`config.mk`:
```
export PLATFORM = sky130hd
export DESIGN_NAME = ex_stage_vector_alu
export DESIGN_NICKNAME = d
export VERILOG_FILES = /design/src/rtl/ex_stage_vector_alu.sv
export SDC_FILE = /design/constraint.sdc
export NUM_CORES = 2
export LEC_CHECK = 0
export BUFFER_PORTS_ARGS = -buffer_cell sky130_fd_sc_hd__buf_2
export CORE_ASPECT_RATIO = 0.9
export CORE_MARGIN = 8
export CORE_UTILIZATION = 55
export DETAILED_ROUTE_END_ITERATION = 6
export GPL_TIMING_DRIVEN = 0
export PLACE_DENSITY_LB_ADDON = 0.15
export RECOVER_POWER = 25
export REMOVE_ABC_BUFFERS = 1
export SYNTH_ARGS = -nofsm -noshare
export SYNTH_HDL_FRONTEND = slang
export SYNTH_SLANG_ARGS = --single-unit
```
`constraint.sdc`:
```
create_clock -name clk -period 40.2 [get_ports clk]
set_input_delay 4.02 -clock clk [delete_from_list [all_inputs] [get_ports clk]]
set_output_delay 4.02 -clock clk [all_outputs]
set_load 0.01 [all_outputs]
```
`src/rtl/ex_stage_vector_alu.sv`:
```
// ex_stage_vector_alu
// 128-bit SIMD execute stage that feeds the EX/MEM pipeline register.
// Lane-wise ADD/SUB/AND/OR/XOR/RELU (and illegal ops) finish on the accept
// edge. MUL and DOT8 are iterative:
//   - the first slice of work is done on the accept edge itself;
//   - the remaining slices run while the block sits in BUSY.
// While BUSY, the decode stage is stalled through in_ready and the pipeline
// sees bubbles (regwrite_out=0).

module ex_stage_vector_alu #(
   parameter int LANE_W = 32
) (
   input  logic         clk,
   input  logic         reset,
   input  logic         flush,
   input  logic         in_valid,
   output logic         in_ready,
   input  logic [3:0]   op,
   input  logic [127:0] src_a,
   input  logic [127:0] src_b,
   input  logic [4:0]   rd_in,
   input  logic         regwrite_in,
   output logic [127:0] alu_result_out,
   output logic [4:0]   rd_out,
   output logic         regwrite_out,
   output logic         out_valid,
   output logic         busy,
   output logic         illegal_op
);

   localparam int NUM_LANES = 128 / LANE_W;

   localparam logic [3:0] OP_ADD  = 4'd0;
   localparam logic [3:0] OP_SUB  = 4'd1;
   localparam logic [3:0] OP_AND  = 4'd2;
   localparam logic [3:0] OP_OR   = 4'd3;
   localparam logic [3:0] OP_XOR  = 4'd4;
   localparam logic [3:0] OP_MUL  = 4'd5;
   localparam logic [3:0] OP_DOT8 = 4'd6;
   localparam logic [3:0] OP_RELU = 4'd7;

   localparam logic [0:0] ST_IDLE = 1'b0;
   localparam logic [0:0] ST_BUSY = 1'b1;

   // The accept edge performs one step, so BUSY lasts one cycle less than the latency.
   localparam logic [4:0] MUL_BUSY_CYCLES = 5'(NUM_LANES - 1);
   localparam logic [4:0] DOT_BUSY_CYCLES = 5'd3;

   logic [0:0]            state;
   logic [4:0]            cnt;
   logic                  op_mul;
   logic [127:0]          a_sh;
   logic [127:0]          b_sh;
   logic [127-LANE_W:0]   mul_acc;
   logic [31:0]           dot_acc;
   logic [4:0]            rd_q;
   logic                  rw_q;

   logic                  accept;
   logic                  op_illegal;
   logic                  op_multi;

   logic                  is_mul;
   logic [127:0]          cur_a;
   logic [127:0]          cur_b;
   logic [127-LANE_W:0]   mul_base;
   logic [31:0]           dot_base;

   logic [LANE_W-1:0]     a_lane;
   logic [LANE_W-1:0]     b_lane;
   logic [LANE_W-1:0]     lane_prod;
   logic [127:0]          mul_next;
   logic [127:0]          a_next;
   logic [127:0]          b_next;

   logic signed [15:0]    dot_prod [4];
   logic signed [17:0]    dot_sum;
   logic [31:0]           dot_next;

   logic [LANE_W-1:0]     la;
   logic [LANE_W-1:0]     lb;
   logic [LANE_W-1:0]     lr;
   logic [127:0]          single_res;

   assign in_ready   = (state == ST_IDLE) && !flush && !reset;
   assign busy       = (state == ST_BUSY);
   assign accept     = in_valid && in_ready;
   assign op_illegal = op[3];
   assign op_multi   = (op == OP_MUL) || (op == OP_DOT8);

   // Iterative datapath takes live operands on the accept edge and the shifted copies while BUSY.
   always_comb begin
      if (state == ST_IDLE) begin
         cur_a    = src_a;
         cur_b    = src_b;
         is_mul   = (op == OP_MUL);
         mul_base = '0;
         dot_base = '0;
      end else begin
         cur_a    = a_sh;
         cur_b    = b_sh;
         is_mul   = op_mul;
         mul_base = mul_acc;
         dot_base = dot_acc;
      end
   end

   // The single shared multiplier always works on the lowest remaining lane.
   assign a_lane    = cur_a[LANE_W-1:0];
   assign b_lane    = cur_b[LANE_W-1:0];
   assign lane_prod = a_lane * b_lane;

   // Products enter at the top and drift down so lane 0 lands at the bottom after the last step.
   assign mul_next = {lane_prod, mul_base};
   assign a_next   = is_mul ? (cur_a >> LANE_W) : (cur_a >> 32);
   assign b_next   = is_mul ? (cur_b >> LANE_W) : (cur_b >> 32);

   // Four signed int8 products per step, summed and added to the running dot-product total.
   always_comb begin
      dot_sum = '0;
      for (int k = 0; k < 4; k++) begin
         dot_prod[k] = $signed(cur_a[8*k +: 8]) * $signed(cur_b[8*k +: 8]);
         dot_sum     = dot_sum + {{2{dot_prod[k][15]}}, dot_prod[k]};
      end
      dot_next = dot_base + {{14{dot_sum[17]}}, dot_sum};
   end

   // Single-cycle lane-wise ops; each lane wraps on its own, and illegal opcodes yield zero.
   always_comb begin
      single_res = '0;
      la         = '0;
      lb         = '0;
      lr         = '0;
      for (int i = 0; i < NUM_LANES; i++) begin
         la = src_a[i*LANE_W +: LANE_W];
         lb = src_b[i*LANE_W +: LANE_W];
         case (op)
            OP_ADD:  lr = la + lb;
            OP_SUB:  lr = la - lb;
            OP_AND:  lr = la & lb;
            OP_OR:   lr = la | lb;
            OP_XOR:  lr = la ^ lb;
            OP_RELU: lr = la[LANE_W-1] ? '0 : la;
            default: lr = '0;
         endcase
         single_res[i*LANE_W +: LANE_W] = lr;
      end
   end

   // Control state, iterative accumulators and the registered EX/MEM outputs; flush beats everything.
   always_ff @(posedge clk or posedge reset) begin
      if (reset) begin
         state          <= ST_IDLE;
         cnt            <= '0;
         op_mul         <= 1'b0;
         a_sh           <= '0;
         b_sh           <= '0;
         mul_acc        <= '0;
         dot_acc        <= '0;
         rd_q           <= '0;
         rw_q           <= 1'b0;
         alu_result_out <= '0;
         rd_out         <= '0;
         regwrite_out   <= 1'b0;
         out_valid      <= 1'b0;
         illegal_op     <= 1'b0;
      end else begin
         out_valid    <= 1'b0;
         regwrite_out <= 1'b0;
         illegal_op   <= 1'b0;
         if (flush) begin
            state <= ST_IDLE;
            cnt   <= '0;
         end else if (state == ST_IDLE) begin
            if (accept) begin
               if (op_multi) begin
                  state   <= ST_BUSY;
                  cnt     <= (op == OP_MUL) ? MUL_BUSY_CYCLES : DOT_BUSY_CYCLES;
                  op_mul  <= (op == OP_MUL);
                  a_sh    <= a_next;
                  b_sh    <= b_next;
                  mul_acc <= mul_next[127:LANE_W];
                  dot_acc <= dot_next;
                  rd_q    <= rd_in;
                  rw_q    <= regwrite_in;
               end else begin
                  out_valid      <= 1'b1;
                  alu_result_out <= single_res;
                  rd_out         <= rd_in;
                  regwrite_out   <= regwrite_in && (rd_in != 5'd0) && !op_illegal;
                  illegal_op     <= op_illegal;
               end
            end
         end else begin
            cnt     <= cnt - 5'd1;
            a_sh    <= a_next;
            b_sh    <= b_next;
            mul_acc <= mul_next[127:LANE_W];
            dot_acc <= dot_next;
            if (cnt == 5'd1) begin
               state          <= ST_IDLE;
               out_valid      <= 1'b1;
               alu_result_out <= op_mul ? mul_next : {96'b0, dot_next};
               rd_out         <= rd_q;
               regwrite_out   <= rw_q && (rd_q != 5'd0);
            end
         end
      end
   end

endmodule

```
== After elaboration in Yosys (flattened, before gate mapping) ==
Index checks and enable logic that the tools add are counted.

* Bits in registers: 533
* Bits in latches: 0
* Memory bits (writable): 0
* ROM bits: 0
* Input bits: 270
* Output and inout bits: 138
* Logic and storage cells: 133
* Memories: 0

* $add $sub $neg: 13
* $mul: 5
* Div/mod/pow operators: 0
* Order comparisons: 0
* Equality and inequality tests: 10
* Shifts and indexed selects: 0
* Mux-type cells: 56
* Bitwise operators: 14
* Reductions and logical operators: 21

{| class="wikitable"
|+ Operators by type and width
! operator !! count
|-
| 128-bit two-way mux || 13
|-
| 32-bit one-hot mux with 6 select lines || 4
|-
| 96-bit two-way mux || 4
|-
| 32-bit adder || 5
|-
| 32-bit AND || 4
|-
| 32-bit two-way mux || 4
|-
| 32-bit bitwise OR || 4
|-
| 32-bit subtractor || 4
|-
| 32-bit XOR || 4
|-
| 31-bit two-way mux || 4
|-
| 8-bit by 8-bit multiplier with 16-bit output || 4
|-
| 5-bit two-way mux || 8
|-
| 32-bit by 32-bit multiplier with 32-bit output || 1
|-
| 1-bit two-way mux || 19
|-
| 17-bit by 16-bit adder with 18-bit output || 1
|-
| 18-bit adder || 1
|-
| 16-bit by 16-bit adder with 17-bit output || 1
|-
| 4-bit by 3-bit equality test with 1-bit output (second input constant) || 4
|-
| 5-bit nonzero test || 2
|-
| 4-bit by 2-bit equality test with 1-bit output (second input constant) || 2
|-
| 4-bit AND reduction || 2
|-
| 1-bit logical AND || 6
|-
| 3-bit nonzero test || 2
|-
| 5-bit by 1-bit equality test with 1-bit output (second input constant) || 1
|-
| 11 further kinds || 15
|}

== Logic depth before layout (Yosys ltp) ==
* Word-level depth: 9
* Depth in mapped cells: 58
* Gate-level depth less buffers: 52

== Least setup slack after synthesis ==
Ideal clock, no wire load.

* Path type: input port to flip-flop
* From: input port src_b[24]
* To: register alu_result_out[31]
* Arrival: 14697 ps
* Required time: 40068 ps
* Setup slack: 25371 ps
* Cell stages on the path: 53
* Cell sequence: a21boi_0 -> clkbuf_1 -> nor2_1 -> fa_1 -> inv_1 -> fa_1 -> inv_1 -> fa_1 -> inv_1 -> fa_1 -> inv_1 -> ha_1 -> inv_1 -> o21bai_1 -> a21oi_1 -> nor2b_1 -> nor2_1 -> nor2_1 -> [17 not listed] -> xnor2_1 -> xnor2_1 -> o211a_2 -> nor2_1 -> buf_4 -> inv_2 -> buf_6 -> ha_1 -> a21oi_1 -> nand2b_1 -> or4_1 -> a311oi_2 -> o211ai_1 -> a31oi_1 -> mux2i_1 -> xnor2_1 -> a221oi_1 -> o21ai_1

* Word-level cells in the longest chain between the ends: 7
* Elaborated cells between the ends (all ways): 12
* Classes of those cells: add/sub (4); mul (1); mux (7)

{| class="wikitable"
|+ Ends and longest elaborated chain
! item !! RTL line !! source
|-
| start, declared || 20 || <nowiki>input logic [127:0] src_b,</nowiki>
|-
| 128-bit two-way mux || 93 || <nowiki>if (state == ST_IDLE) begin</nowiki>
|-
| 8-bit by 8-bit multiplier with 16-bit output || 122 || <nowiki>dot_prod[k] = $signed(cur_a[8*k +: 8]) * $signed(cur_b[8*k +: 8]);</nowiki>
|-
| 18-bit adder || 123 || <nowiki>dot_sum = dot_sum + {{2{dot_prod[k][15]}}, dot_prod[k]};</nowiki>
|-
| 32-bit adder || 125 || <nowiki>dot_next = dot_base + {{14{dot_sum[17]}}, dot_sum};</nowiki>
|-
| 128-bit two-way mux || 203 || <nowiki>alu_result_out <= op_mul ? mul_next : {96'b0, dot_next};</nowiki>
|-
| 128-bit two-way mux || 200 || <nowiki>if (cnt == 5'd1) begin</nowiki>
|-
| 128-bit two-way mux * || 174 || <nowiki>end else if (state == ST_IDLE) begin</nowiki>
|-
| end signal, assigned || 188 || <nowiki>alu_result_out <= single_res;</nowiki>
|-
| end signal, assigned || 203 ||
|-
| end, declared || 23 || <nowiki>output logic [127:0] alu_result_out,</nowiki>
|}

Mark *: on every way between the ends. The rest lies on a longest branch, timed or not. The select of a mux whose other input is x is not followed.
A chain may end at the register's enable or synchronous reset.

== Worst setup path in the final report ==
* From: input port src_b[31]
* To: register alu_result_out[31]

Same word-level chain as after synthesis.

==> impl_metrics.py <==
metrics = {
    "status": {
        "status": "finished, violations left",
        "violations": "max-capacitance violations, max-slew violations",
    },
    "clock_tree": {
        "cts_buffer_depth": 3,
        "cts_tree": "built",
        "cts_resized": 0,
        "cts_setup_buffers": 0,
        "holdBufCountCts": 0,
        "clk_latency_ps": 630,
        "clock_sinks": 469,
        "root_buffer": "clkbuf_16",
        "cts.clk_slew.worst_paths_ps": 60,
        "cts.htree.levels": 2,
        "numCtsBuffers": 54,
    },
    "synth": {
        "async_flop_share_pct": 100,
        "syn_area_per_cell_um2": 8.50,
        "synth_seq_cells": 469,
        "netlist_instances": 7498,
        "synthTopCellsByArea": "fa_1 23%, dfrtp_1 18%, ha_1 13%",
        "ys_seq_area_share_pct": 18.4,
        "ys.flop_type": "dfrtp_1",
        "netlist.area_leader.share_pct": 22.5,
        "syn_area_um2": 63700,
        "yosysWarnings": 0,
        "synth_edf_count": 0,
        "yosysTopAreaCell": "fa_1",
        "synth_cell_types": 92,
    },
    "floorplan": {
        "rows": 118,
        "die_h_um": 339,
        "io_pins": 408,
        "die_w_um": 375,
        "dieArea_um2": 127000,
        "core_um2": 115000,
        "start_util_pct": 55.4,
    },
    "sta": {
        "finClkSkew_ps": 22.1,
        "fmax_ghz": 0.0596,
        "worstMarginPinSlew_ps": 6580,
        "slew_headroom_pct": -338,
        "final-setup-viol-count": 0,
        "rsz0062_at_grt": "false",
        "timing.final.crit_period_ps": 16770,
        "slew_viol_final": 512,
        "hold_violations": 0,
        "final.period_utilization_pct": 41.7,
        "fin_setup_tns_ps": 0,
    },
    "layout": {
        "final_util_pct": 61.7,
        "layout-drive-gt1-share_pct": 9.92,
        "areaGrowthSynthToFinish_pct": 11.4,
        "fin_nets": 9415,
    },
    "route": {
        "drc_errors": 0,
        "detail-route-antenna-nets": 0,
        "wl_per_cell_um": 25.2,
        "drt_iter0_drc": 5931,
        "vias": 56581,
        "drt-total-wl_mm": 236,
        "viasPerCell": 6.03,
        "drtPass1Iterations": 6,
    },
    "global_route": {
        "grtUsageMet1_pct": 48.1,
        "grt_pass1_vias": 56637,
        "grt_use_total_pct": 36.2,
        "grt_overflow": 0,
        "grt.met2_usage_pct": 54.5,
        "antenna_found_initial": 91,
        "grt.busiest_layer": "met2",
        "grt_max_degree": 128,
        "grt_pass1_wl_mm": 353,
        "use_met3_pct": 9.97,
    },
    "hold_path": {
        "hold_class": "reg2reg",
    },
    "placed_design": {
        "dp_hpwl_mm": 191,
        "gp_congestion": 1.02,
        "port_buffers": 407,
    },
    "critical_path": {
        "worst-path-max-fanout": 23,
        "path_buf_inv": 12,
        "slowest_stage": "a21boi_1",
        "critPathLaunchType": "input port",
        "cp-end-kind": "register",
        "cp_common_cell": "inv_1",
        "crit_arrival_ps": 17270,
        "crit_path_max_incr_delay_ps": 1050,
        "worstSetupPathType": "in2reg",
        "cp_top_family": "adder cells",
        "cp_data_required_time_ps": 40700,
    },
    "run": {
        "drv_cap": 10,
    },
}
[synth_stat cells (52+ instances only)]
master / count
o21ai_0: 575
a221oi_1: 135
a21oi_1: 299
xnor2_1: 311
dfrtp_1: 469
a21o_1: 77
clkbuf_1: 307
mux2i_1: 153
nor3_1: 52
ha_1: 658
a22oi_1: 68
a22o_1: 63
nor2_1: 587
inv_1: 1252
fa_1: 716
nand2_1: 963
xor2_1: 81
[worst min-delay path: cells and delay by family, from the launching register on]
| kind | cells | cell delay (ps) |
|---|---|---|
| simple gates | 2 | 100 |
| flops | 1 | 340 |
[sequential cells by signal, summed over array words and instances, names as in the netlist, 5 cells and up]
register / count
mul_acc: 96
rd_out: 5
a_sh: 96
alu_result_out: 128
b_sh: 96
dot_acc: 32
cnt: 5
rd_q: 5
[kinds of logic after synthesis]
group | synth area share, %
XOR/XNOR | 5.45
AO/OA/AOI/OAI | 16.7
flip-flops | 18.4
buffers and inverters | 9.42
AND/OR/NAND/NOR | 12.0
adder cells (fa/ha/maj) | 35.4
multiplexers | 2.57
[placed cells by master (no fill, tap or decap), types with 35 or more instances in the layout]
master,n
diode_2,74
nand2b_1,35
a22o_1,63
buf_2,404
a21o_1,76
o21bai_1,36
dfrtp_1,467
nand3_1,41
a221oi_1,135
nand2_1,961
o21a_1,47
clkbuf_16,55
mux2i_1,149
xnor2_1,311
inv_1,1251
a21oi_1,298
xor2_1,81
ha_1,658
o21ai_0,551
nor2_1,581
buf_8,41
fa_1,716
a31oi_1,35
a22oi_1,68
nor3_1,50
[layer usage]
metal | share of wire (%) | vias to the layer above | wire length, um
li1 | - | 25169 | -
met1 | 40 | 27666 | 93500
met2 | 43 | 3071 | 102000
met3 | 12 | 637 | 27200
met4 | 5.9 | 38 | 13800
met5 | 0.10 | - | 246
[final cells by class]
| type | instances | area [um2] |
|---|---|---|
| multi-input cells | 5438 | 46400 |
| fillers | 10215 | 44000 |
| flip-flops and latches | 469 | 11700 |
| inverters | 1256 | 4720 |
| repair buffers | 552 | 4170 |
| well taps | 1500 | 1880 |
| clock buffers | 75 | 1570 |
| clock inverters | 23 | 357 |
| diodes | 74 | 185 |
[path summary, 6_finish.rpt]
check	startpoint	to	slack, ps	depth (start not counted)
max in group asynchronous	reset	a_sh[64]	25390	4
worst max register to register	busy	alu_result_out[31]	25130	52
min in group asynchronous	reset	illegal_op	4110	2
worst max-delay path	src_b[31]	alu_result_out[31]	23430	52
worst min register to register	dot_acc[7]	dot_acc[7]	470	2
worst min-delay path	dot_acc[7]	dot_acc[7]	470	2
[per-stage QoR]
stage                     hold slack [ps]  cell area (um2)  instances  setup WS, ps
after floorplan                       437            62400       7163         18170
after global placement                449            66300       9070          8760
after detailed placement              454            69000       9214         22900
after CTS                             469            70900       9312         23510
after global routing                  484            70900       9349         22530
final                                 469            71000       9387         23430
Power is left out: the tool's default activity adds up to more than one toggle a clock period on the data nets, which glitch-free logic cannot reach.
